## src/rtl/ramfifo_rr_drain.sv

```systemverilog
// ramfifo_rr_drain
//
// Round-robin drain stage for the multi-context RAM FIFO. Each cycle it picks at
// most one non-empty context, pops it, and captures that context's show-ahead head
// word. The result is one tagged stream through a 2-entry output buffer with a
// valid/ready handshake.
//
// Optional feature macro: RAMFIFO_DRAIN_BURST_EN
//   defined   -> the arbiter may stay on the last context for up to BURST_LEN
//                consecutive grants.
//   undefined -> strict round-robin; BURST_LEN is ignored.
//
// Ports
//   clock      : single clock for the whole block
//   reset      : asynchronous, active-low reset
//   has_data   : per-context non-empty flags from the FIFO
//   fifo_dout  : per-context show-ahead heads, context c at [c*WIDTH +: WIDTH]
//   read       : pop strobe to the FIFO
//   rcc_id     : context popped when read=1 (holds the last grant otherwise)
//   out_data   : head word of the output buffer
//   out_ctx    : context tag of out_data
//   out_valid  : output buffer non-empty
//   out_ready  : consumer accept
//   error      : sticky protocol-error flag
module ramfifo_rr_drain #(
   parameter int WIDTH     = 16,
   parameter int LOG_CTX   = 3,
   parameter int BURST_LEN = 4
) (
   input  logic                           clock,
   input  logic                           reset,
   input  logic [(1<<LOG_CTX)-1:0]        has_data,
   input  logic [(1<<LOG_CTX)*WIDTH-1:0]  fifo_dout,
   output logic                           read,
   output logic [LOG_CTX-1:0]             rcc_id,
   output logic [WIDTH-1:0]               out_data,
   output logic [LOG_CTX-1:0]             out_ctx,
   output logic                           out_valid,
   input  logic                           out_ready,
   output logic                           error
);

   localparam int NUM_CTX = 1 << LOG_CTX;
   localparam logic [LOG_CTX-1:0] LAST_RST = LOG_CTX'(NUM_CTX - 1);

   logic [LOG_CTX-1:0] last_q;
   logic [LOG_CTX-1:0] rcc_q;
   logic [LOG_CTX-1:0] cand;
   logic [LOG_CTX-1:0] idx;
   logic               found;
   logic               grant;
   logic               pop;
   logic [WIDTH-1:0]   cand_data;

   logic [1:0]         count_q;
   logic [WIDTH-1:0]   head_data_q;
   logic [WIDTH-1:0]   tail_data_q;
   logic [LOG_CTX-1:0] head_ctx_q;
   logic [LOG_CTX-1:0] tail_ctx_q;
   logic               error_q;

`ifdef RAMFIFO_DRAIN_BURST_EN
   localparam logic [7:0] BURST_MAX = 8'(BURST_LEN);
   // Zero means no burst in progress, so the reset value of last_q never gets
   // preferential treatment.
   logic [7:0] burst_q;
   logic       stay;
   assign stay = has_data[last_q] && (burst_q != 8'd0) && (burst_q < BURST_MAX);
`endif

   // Candidate search: last+1 first, wrapping, with last itself checked last.
   always_comb begin
      found = 1'b0;
      cand  = last_q;
      idx   = '0;
`ifdef RAMFIFO_DRAIN_BURST_EN
      if (stay) begin
         found = 1'b1;
         cand  = last_q;
      end
`endif
      for (int k = 1; k <= NUM_CTX; k++) begin
         idx = last_q + LOG_CTX'(k);
         if (!found && has_data[idx]) begin
            found = 1'b1;
            cand  = idx;
         end
      end
   end

   // count_q is the registered occupancy, so there is no out_ready -> read path.
   // The reset term keeps the FIFO from being popped while reset is asserted.
   assign grant     = found && (count_q != 2'd2) && reset;
   assign out_valid = (count_q != 2'd0);
   assign pop       = out_valid && out_ready;
   assign cand_data = fifo_dout[int'(cand)*WIDTH +: WIDTH];

   assign read      = grant;
   assign rcc_id    = grant ? cand : rcc_q;
   assign out_data  = head_data_q;
   assign out_ctx   = head_ctx_q;
   assign error     = error_q;

   always_ff @(posedge clock or negedge reset) begin
      if (!reset) begin
         last_q      <= LAST_RST;
         rcc_q       <= '0;
         count_q     <= 2'd0;
         head_data_q <= '0;
         tail_data_q <= '0;
         head_ctx_q  <= '0;
         tail_ctx_q  <= '0;
         error_q     <= 1'b0;
      end else begin
         if (grant) begin
            last_q <= cand;
            rcc_q  <= cand;
         end
         // The head register keeps its value when the buffer empties, so
         // out_data/out_ctx hold the last delivered word.
         unique case (count_q)
            2'd0: begin
               if (grant) begin
                  head_data_q <= cand_data;
                  head_ctx_q  <= cand;
                  count_q     <= 2'd1;
               end
            end
            2'd1: begin
               if (grant && pop) begin
                  head_data_q <= cand_data;
                  head_ctx_q  <= cand;
               end else if (grant) begin
                  tail_data_q <= cand_data;
                  tail_ctx_q  <= cand;
                  count_q     <= 2'd2;
               end else if (pop) begin
                  count_q     <= 2'd0;
               end
            end
            2'd2: begin
               if (pop) begin
                  head_data_q <= tail_data_q;
                  head_ctx_q  <= tail_ctx_q;
                  count_q     <= 2'd1;
               end
            end
            default: count_q <= 2'd0;
         endcase
         // Guard only: grant already excludes a full buffer.
         if (grant && (count_q == 2'd2)) begin
            error_q <= 1'b1;
         end
      end
   end

`ifdef RAMFIFO_DRAIN_BURST_EN
   always_ff @(posedge clock or negedge reset) begin
      if (!reset) begin
         burst_q <= 8'd0;
      end else if (grant) begin
         if (cand != last_q || burst_q == 8'd0) begin
            burst_q <= 8'd1;
         end else if (burst_q != BURST_MAX) begin
            burst_q <= burst_q + 8'd1;
         end
      end
   end
`endif

endmodule

```

## config.mk

```make
export PLATFORM = sky130hd
export DESIGN_NAME = ramfifo_rr_drain
export DESIGN_NICKNAME = d
export VERILOG_FILES = /design/src/rtl/ramfifo_rr_drain.sv
export SDC_FILE = /design/constraint.sdc
export NUM_CORES = 1
export LEC_CHECK = 0
export CORE_MARGIN = 2
export CORE_UTILIZATION = 40
export DETAILED_ROUTE_END_ITERATION = 8
export PLACE_DENSITY = 0.76
export SLEW_MARGIN = 5
export SYNTH_ARGS = -nofsm -noshare
export SYNTH_HDL_FRONTEND = slang
export SYNTH_SLANG_ARGS = --single-unit
```

## constraint.sdc

```tcl
create_clock -name clock -period 5.45 [get_ports clock]
set_input_delay 0.8175 -clock clock [delete_from_list [all_inputs] [get_ports clock]]
set_output_delay 0.8175 -clock clock [all_outputs]
set_load 0.02 [all_outputs]
```

Yosys cells after proc, flatten, opt, wreduce, memory -nomap -nowiden --
Cells that the tools add are included.
Word-level totals: output and inout bits 25, word-level logic and storage cells 105, input port bits 139, register bits after elaboration 47
Cells by class: order comparisons 8, bitwise operators 1, add/subtract/negate cells 7, reductions and logical operators 25, eq/ne operators 8, shifts and indexed selects 1, muxes and demuxes 47
Operators with widths (number):
- 128-bit by 8-bit variable part select with 16-bit output | 1
- 16-bit 2-to-1 mux | 3
- 16-bit case mux with 3 select lines | 1
- 3-bit 2-to-1 mux | 12
- 3-bit by 4-bit less-than comparator with 1-bit output (second input constant) | 8
- 1-bit binary-select mux with 3-bit select | 8
- 1-bit 2-to-1 mux | 16
- 3-bit adder (second input constant) | 4
- 1-bit logical AND | 12
- 2-bit 2-to-1 mux | 5
- 2-bit inequality test (second input constant) | 5
- 3-bit case mux with 3 select lines | 1
- 4-bit AND reduction | 2
- 1-bit logical NOT | 7
- 3-bit by 2-bit adder with 3-bit output (second input constant) | 2
- 2-bit case mux with 3 select lines | 1
- 3-bit by 1-bit adder with 3-bit output (second input constant) | 1
- 3-bit inequality test (second input constant) | 1
- 3-bit AND reduction | 1
- 3-bit nonzero test | 1
- 2-bit by 1-bit == test with 1-bit output (second input constant) | 1
- 2-bit == test (second input constant) | 1
- 2-bit logical NOT | 1
- 2-bit nonzero test | 1
- 1-bit inverter | 1

Longest topological paths before layout --
depth in word-level cells 30, gate-level depth with buffers 17, gate-level depth less buffers 11

Worst setup path before layout --
OpenSTA, ideal clock, no wires.
kind register to output, start point reg last_q[1], end point out rcc_id[2], required time 4.633 ns, buffers on the path 4, cell stages (with the launch flop) 14, data arrival time 3.456 ns, path slack 1.177 ns, cells stage by stage dfstp_2 > buf_2 > buf_2 > inv_1 > ha_1 > buf_4 > clkbuf_1 > mux4_2 > mux2_2 > and2_4 > a31oi_2 > nor2_4 > o21a_1 > a21oi_1
Between the ends: word-level cells in the longest chain between the ends 28, elaborated cells between the ends (all ways) 56, those cells by class add/sub: 7; mux: 33; reduce/logical: 16
Ends and longest elaborated chain:
- from (decl) | RTL line 46 | logic [LOG_CTX-1:0] last_q;
- from (signal assigned) | RTL line 116 | last_q <= cand;
- 3-bit by 1-bit adder with 3-bit output | RTL line 83 | idx = last_q + LOG_CTX'(k);
- 1-bit binary-select mux with 3-bit select | RTL line 84 | if (!found && has_data[idx]) begin
- 1-bit 2-to-1 mux (implied by the code) | RTL line 84
- 1-bit 2-to-1 mux | RTL line 84
- 1-bit logical NOT | RTL line 84
- 1-bit logical AND | RTL line 84
- 1-bit 2-to-1 mux | RTL line 84
- 1-bit logical NOT | RTL line 84
- [... 11 more ...]
- 1-bit logical NOT | RTL line 84
- 1-bit logical AND | RTL line 84
- 1-bit 2-to-1 mux | RTL line 84
- 1-bit logical NOT | RTL line 84
- 1-bit logical AND | RTL line 84
- 1-bit 2-to-1 mux | RTL line 84
- 1-bit logical AND (2 in a row) | RTL line 93 | assign grant = found && (count_q != 2'd2) && reset;
- 3-bit 2-to-1 mux *
- to (decl) | RTL line 35 | output logic [LOG_CTX-1:0] rcc_id,
Mark *: on every way between the ends. The rest lies on a longest branch, timed or not. The select of a mux whose other input is x is not followed.

Worst setup path in the final report --
start point reg last_q[1], end point out rcc_id[1]
The elaborated chain is that of the path after synthesis.

==> run_results.csv <==
group,metric,value,unit
clock_network,clk_pin_slew,0.09,ns
clock_network,cts_hold_buf,0,
floorplanning,start_util,40.6,%
yosys,syn_inst,470,
placed_design,finalWeightedCongestion,0.846,
worst_setup_path,cpPeakStageDelay,0.76,ns
sta,setup_violations,0,
finish,fillers,967,
detailed_routing,routed_wl,15.7,mm
detailed_routing,drt-pass1-iter-count,5,
floorplanning,num_io_pins,164,
sta,period_share,92.2,%
detailed_routing,drc,0,
clock_network,cts_tree,"yes",
global_routing,grt_max_degree,61,
worst_setup_path,cp-end-kind,"output pin",
worst_setup_path,crit_buf_inv,2,
yosys,yosysWarnings,0,
sta,slew_headroom,20.8,%
global_routing,first_global_vias,4461,
run,cap_violations,0,
floorplanning,die_area,11800,sq um
sta,drv_slew,0,
global_routing,grt_usage,25.9,%
yosys,avgSynthCellArea,9.28,sq um
clock_network,cts_max_level,2,
yosys,synth_edf_count,0,
clock_network,cts_root_buffer,"clkbuf_8",
clock_network,clockBufferDepth,2,
finish,drive_gt1_share,13.7,%
finish,num-nets-final,759,
floorplanning,rows,38,
worst_setup_path,worst_path_max_delay_cell,"dfstp_2",
worst_setup_path,worst_setup_path_start_kind,"register",
global_routing,grt_overflow,0,
finish,insertedDiodeCount,0,
placed_design,port_buffers,163,
worst_setup_path,cp.arrival,4.21,ns
sta,hold_viol_final,0,
yosys,ys.flop_type,"dfrtp_1",
detailed_routing,drtIter0Drc,480,
sta,rsz0062_at_grt,"false",
global_routing,antenna_found_initial,1,
yosys,synth_seq_area_share,27.0,%
floorplanning,dieHeight,108,um
yosys,synth_cell_type_count,61,
placed_design,dpl.cell_count,749,
floorplanning,core_region_area,10700,sq um
status,outcome,"finished, final reports clean",
worst_setup_path,crit_path_max_fanout,16,
detailed_routing,wl_per_cell,20.6,um
yosys,synthArstFlopShare,100,%
worst_setup_path,cp_cell_sequence,"inv_1, ha_4, mux4_2, mux2_2, o32ai_1, a22o_1, and2_1, nor2_1, a21oi_1, clkdlybuf4s50_1",
sta,clock_skew,0.00777,ns
floorplanning,die_x,108,um
finish,layoutNonFillerInstCount,759,
detailed_routing,via_per_inst,6.01,
sta,clock.fmax,199,MHz
placed_design,dp_hpwl,12.0,mm
sta,period_minus_slack,5.02,ns
clock_network,insertion_delay,0.31,ns
yosys,yosys_register_bits,47,
yosys,synthesis.area,4360,sq um
hold_path,hold_path_class,"reg2reg",
sta,worstMarginPinSlew,1.18,ns
detailed_routing,antenna_left,0,
yosys,synth_nets,611,
worst_setup_path,worstPathRequired,4.63,ns
global_routing,grt_first_pass_wirelength,23.6,mm
clock_network,cts.sinks,47,
detailed_routing,vias,4563,
worst_setup_path,critPathTopFamily,"buffers and inverters",
clock_network,cts_buffers,5,
worst_setup_path,critPathKind,"reg2out",
sta,tns,0,ns
finish,syn2layout_area_growth,42.8,%
## per-stage QoR
step                utilization [%]  hold slack, ns  setup WS [ns]  instance area (sq um)
floorplan                         -           0.444           1.18                   4360
global placement               56.6           0.366          0.429                   6080
detailed placement             56.6           0.367          0.423                   6080
CTS                            57.7           0.392         0.0925                   6200
global route                   58.0           0.403          0.170                   6230
finish                         58.0           0.392          0.427                   6230
## repair_timing
item	CTS	global route
setup endpoints to repair	0	3
setup buffers	0	2
resized for setup	0	2
## worst paths after layout
path / from / slack [ns] / cells after the start / to
worst max-delay path: last_q[1] / 0.43 / 10 / rcc_id[1]
worst min-delay path: error / 0.39 / 0 / error
worst max register to register: last_q[1] / 0.72 / 12 / out_data[6]
worst min register to register: error / 0.39 / 0 / error
max in group asynchronous: reset / 4.43 / 2 / out_ctx[0]
min in group asynchronous: reset / 0.63 / 2 / tail_data_q[9]
## cell type report
type	count	area, sq um	share of cell area [%]
Multi-Input combinational cell	371	2920	46.9
Sequential cell	47	1180	18.9
Timing Repair Buffer	184	1800	28.8
Inverter	9	33.8	0.542
Clock inverter	2	38.8	0.622
Tap cell	140	175	2.81
Clock buffer	6	82.6	1.33
## metal layers
metal | routed length (um) | track usage, %
met1 | 6340 | 32.0
met2 | 7700 | 45.0
met3 | 1260 | 5.85
met4 | 349 | 7.51
met5 | 10 | 0
## placed cells by master, fill, tap and decap left out, drive strengths merged, types with 5 or more instances in the layout
master and n:
inv 10, mux2i 14, nand3 9, o21ai 14, clkbuf 6, mux2 24
clkdlybuf4s50 162, o211ai 9, mux4 11, a221oi 64, nand2 32, a21oi 11
a31oi 5, buf 22, nor2 34, nor2b 6, dfrtp 44, and2 63
a221o 15, nor4 16
## cell families (layout without fill, tap and decap cells)
family | after synthesis | in the layout | share of synthesized area [%]
AND/OR/NAND/NOR | 175 | 175 | 21.7
AO/OA/AOI/OAI | 141 | 141 | 28.1
buffers and inverters | 52 | 201 | 6.48
multiplexers | 49 | 49 | 15.1
flip-flops | 47 | 47 | 27.0
XOR/XNOR | 4 | 4 | 0.975
adder cells (fa/ha/maj) | 2 | 2 | 0.573
## cell usage after synthesis, drive strengths merged, types with 2 or more instances
library cell | n | area, sq um
a221oi | 64 | 641
and2 | 63 | 397
dfrtp | 44 | 1100
nor2 | 34 | 135
nand2 | 32 | 120
buf | 24 | 178
mux2 | 24 | 270
clkbuf | 19 | 71.3
nor4 | 16 | 106
a221o | 15 | 150
mux2i | 14 | 140
o21ai | 14 | 81.3
a21oi | 11 | 55.1
mux4 | 11 | 248
inv | 9 | 33.8
nand3 | 9 | 45.0
o211ai | 9 | 67.6
nor2b | 6 | 37.5
a31oi | 5 | 37.5
nand2b | 4 | 25.0
dfstp | 3 | 78.8
xnor2 | 3 | 33.8
a21o | 2 | 15.0
a22o | 2 | 17.5
a22oi | 2 | 15.0
a311oi | 2 | 17.5
a32oi | 2 | 17.5
ha | 2 | 25.0
nand4 | 2 | 12.5
nor3 | 2 | 15.0
nor3b | 2 | 20.0
o22a | 2 | 18.8
o22ai | 2 | 12.5
o32ai | 2 | 17.5
or2 | 2 | 12.5
## flip-flops by register name, summed over array words and instances, names as in the netlist
| signal | count |
|---|---|
| tail_data_q | 16 |
| last_q | 3 |
| out_data | 16 |
| error | 1 |
| count_q | 2 |
| rcc_q | 3 |
| tail_ctx_q | 3 |
| out_ctx | 3 |
## worst register-to-register path, delay by kind of cell, from the launching register on
| family | cells | cell delay, ns |
|---|---|---|
| buffers and inverters | 2 | 0.66 |
| DFF | 1 | 0.76 |
| adders and majority gates | 1 | 0.44 |
| and+or+nand+nor | 3 | 0.85 |
| muxes | 2 | 0.69 |
| AOI/OAI and AO/OA | 4 | 1.28 |
Power is left out: the tool's default activity adds up to more than one toggle a clock period on the data nets, which glitch-free logic cannot reach.
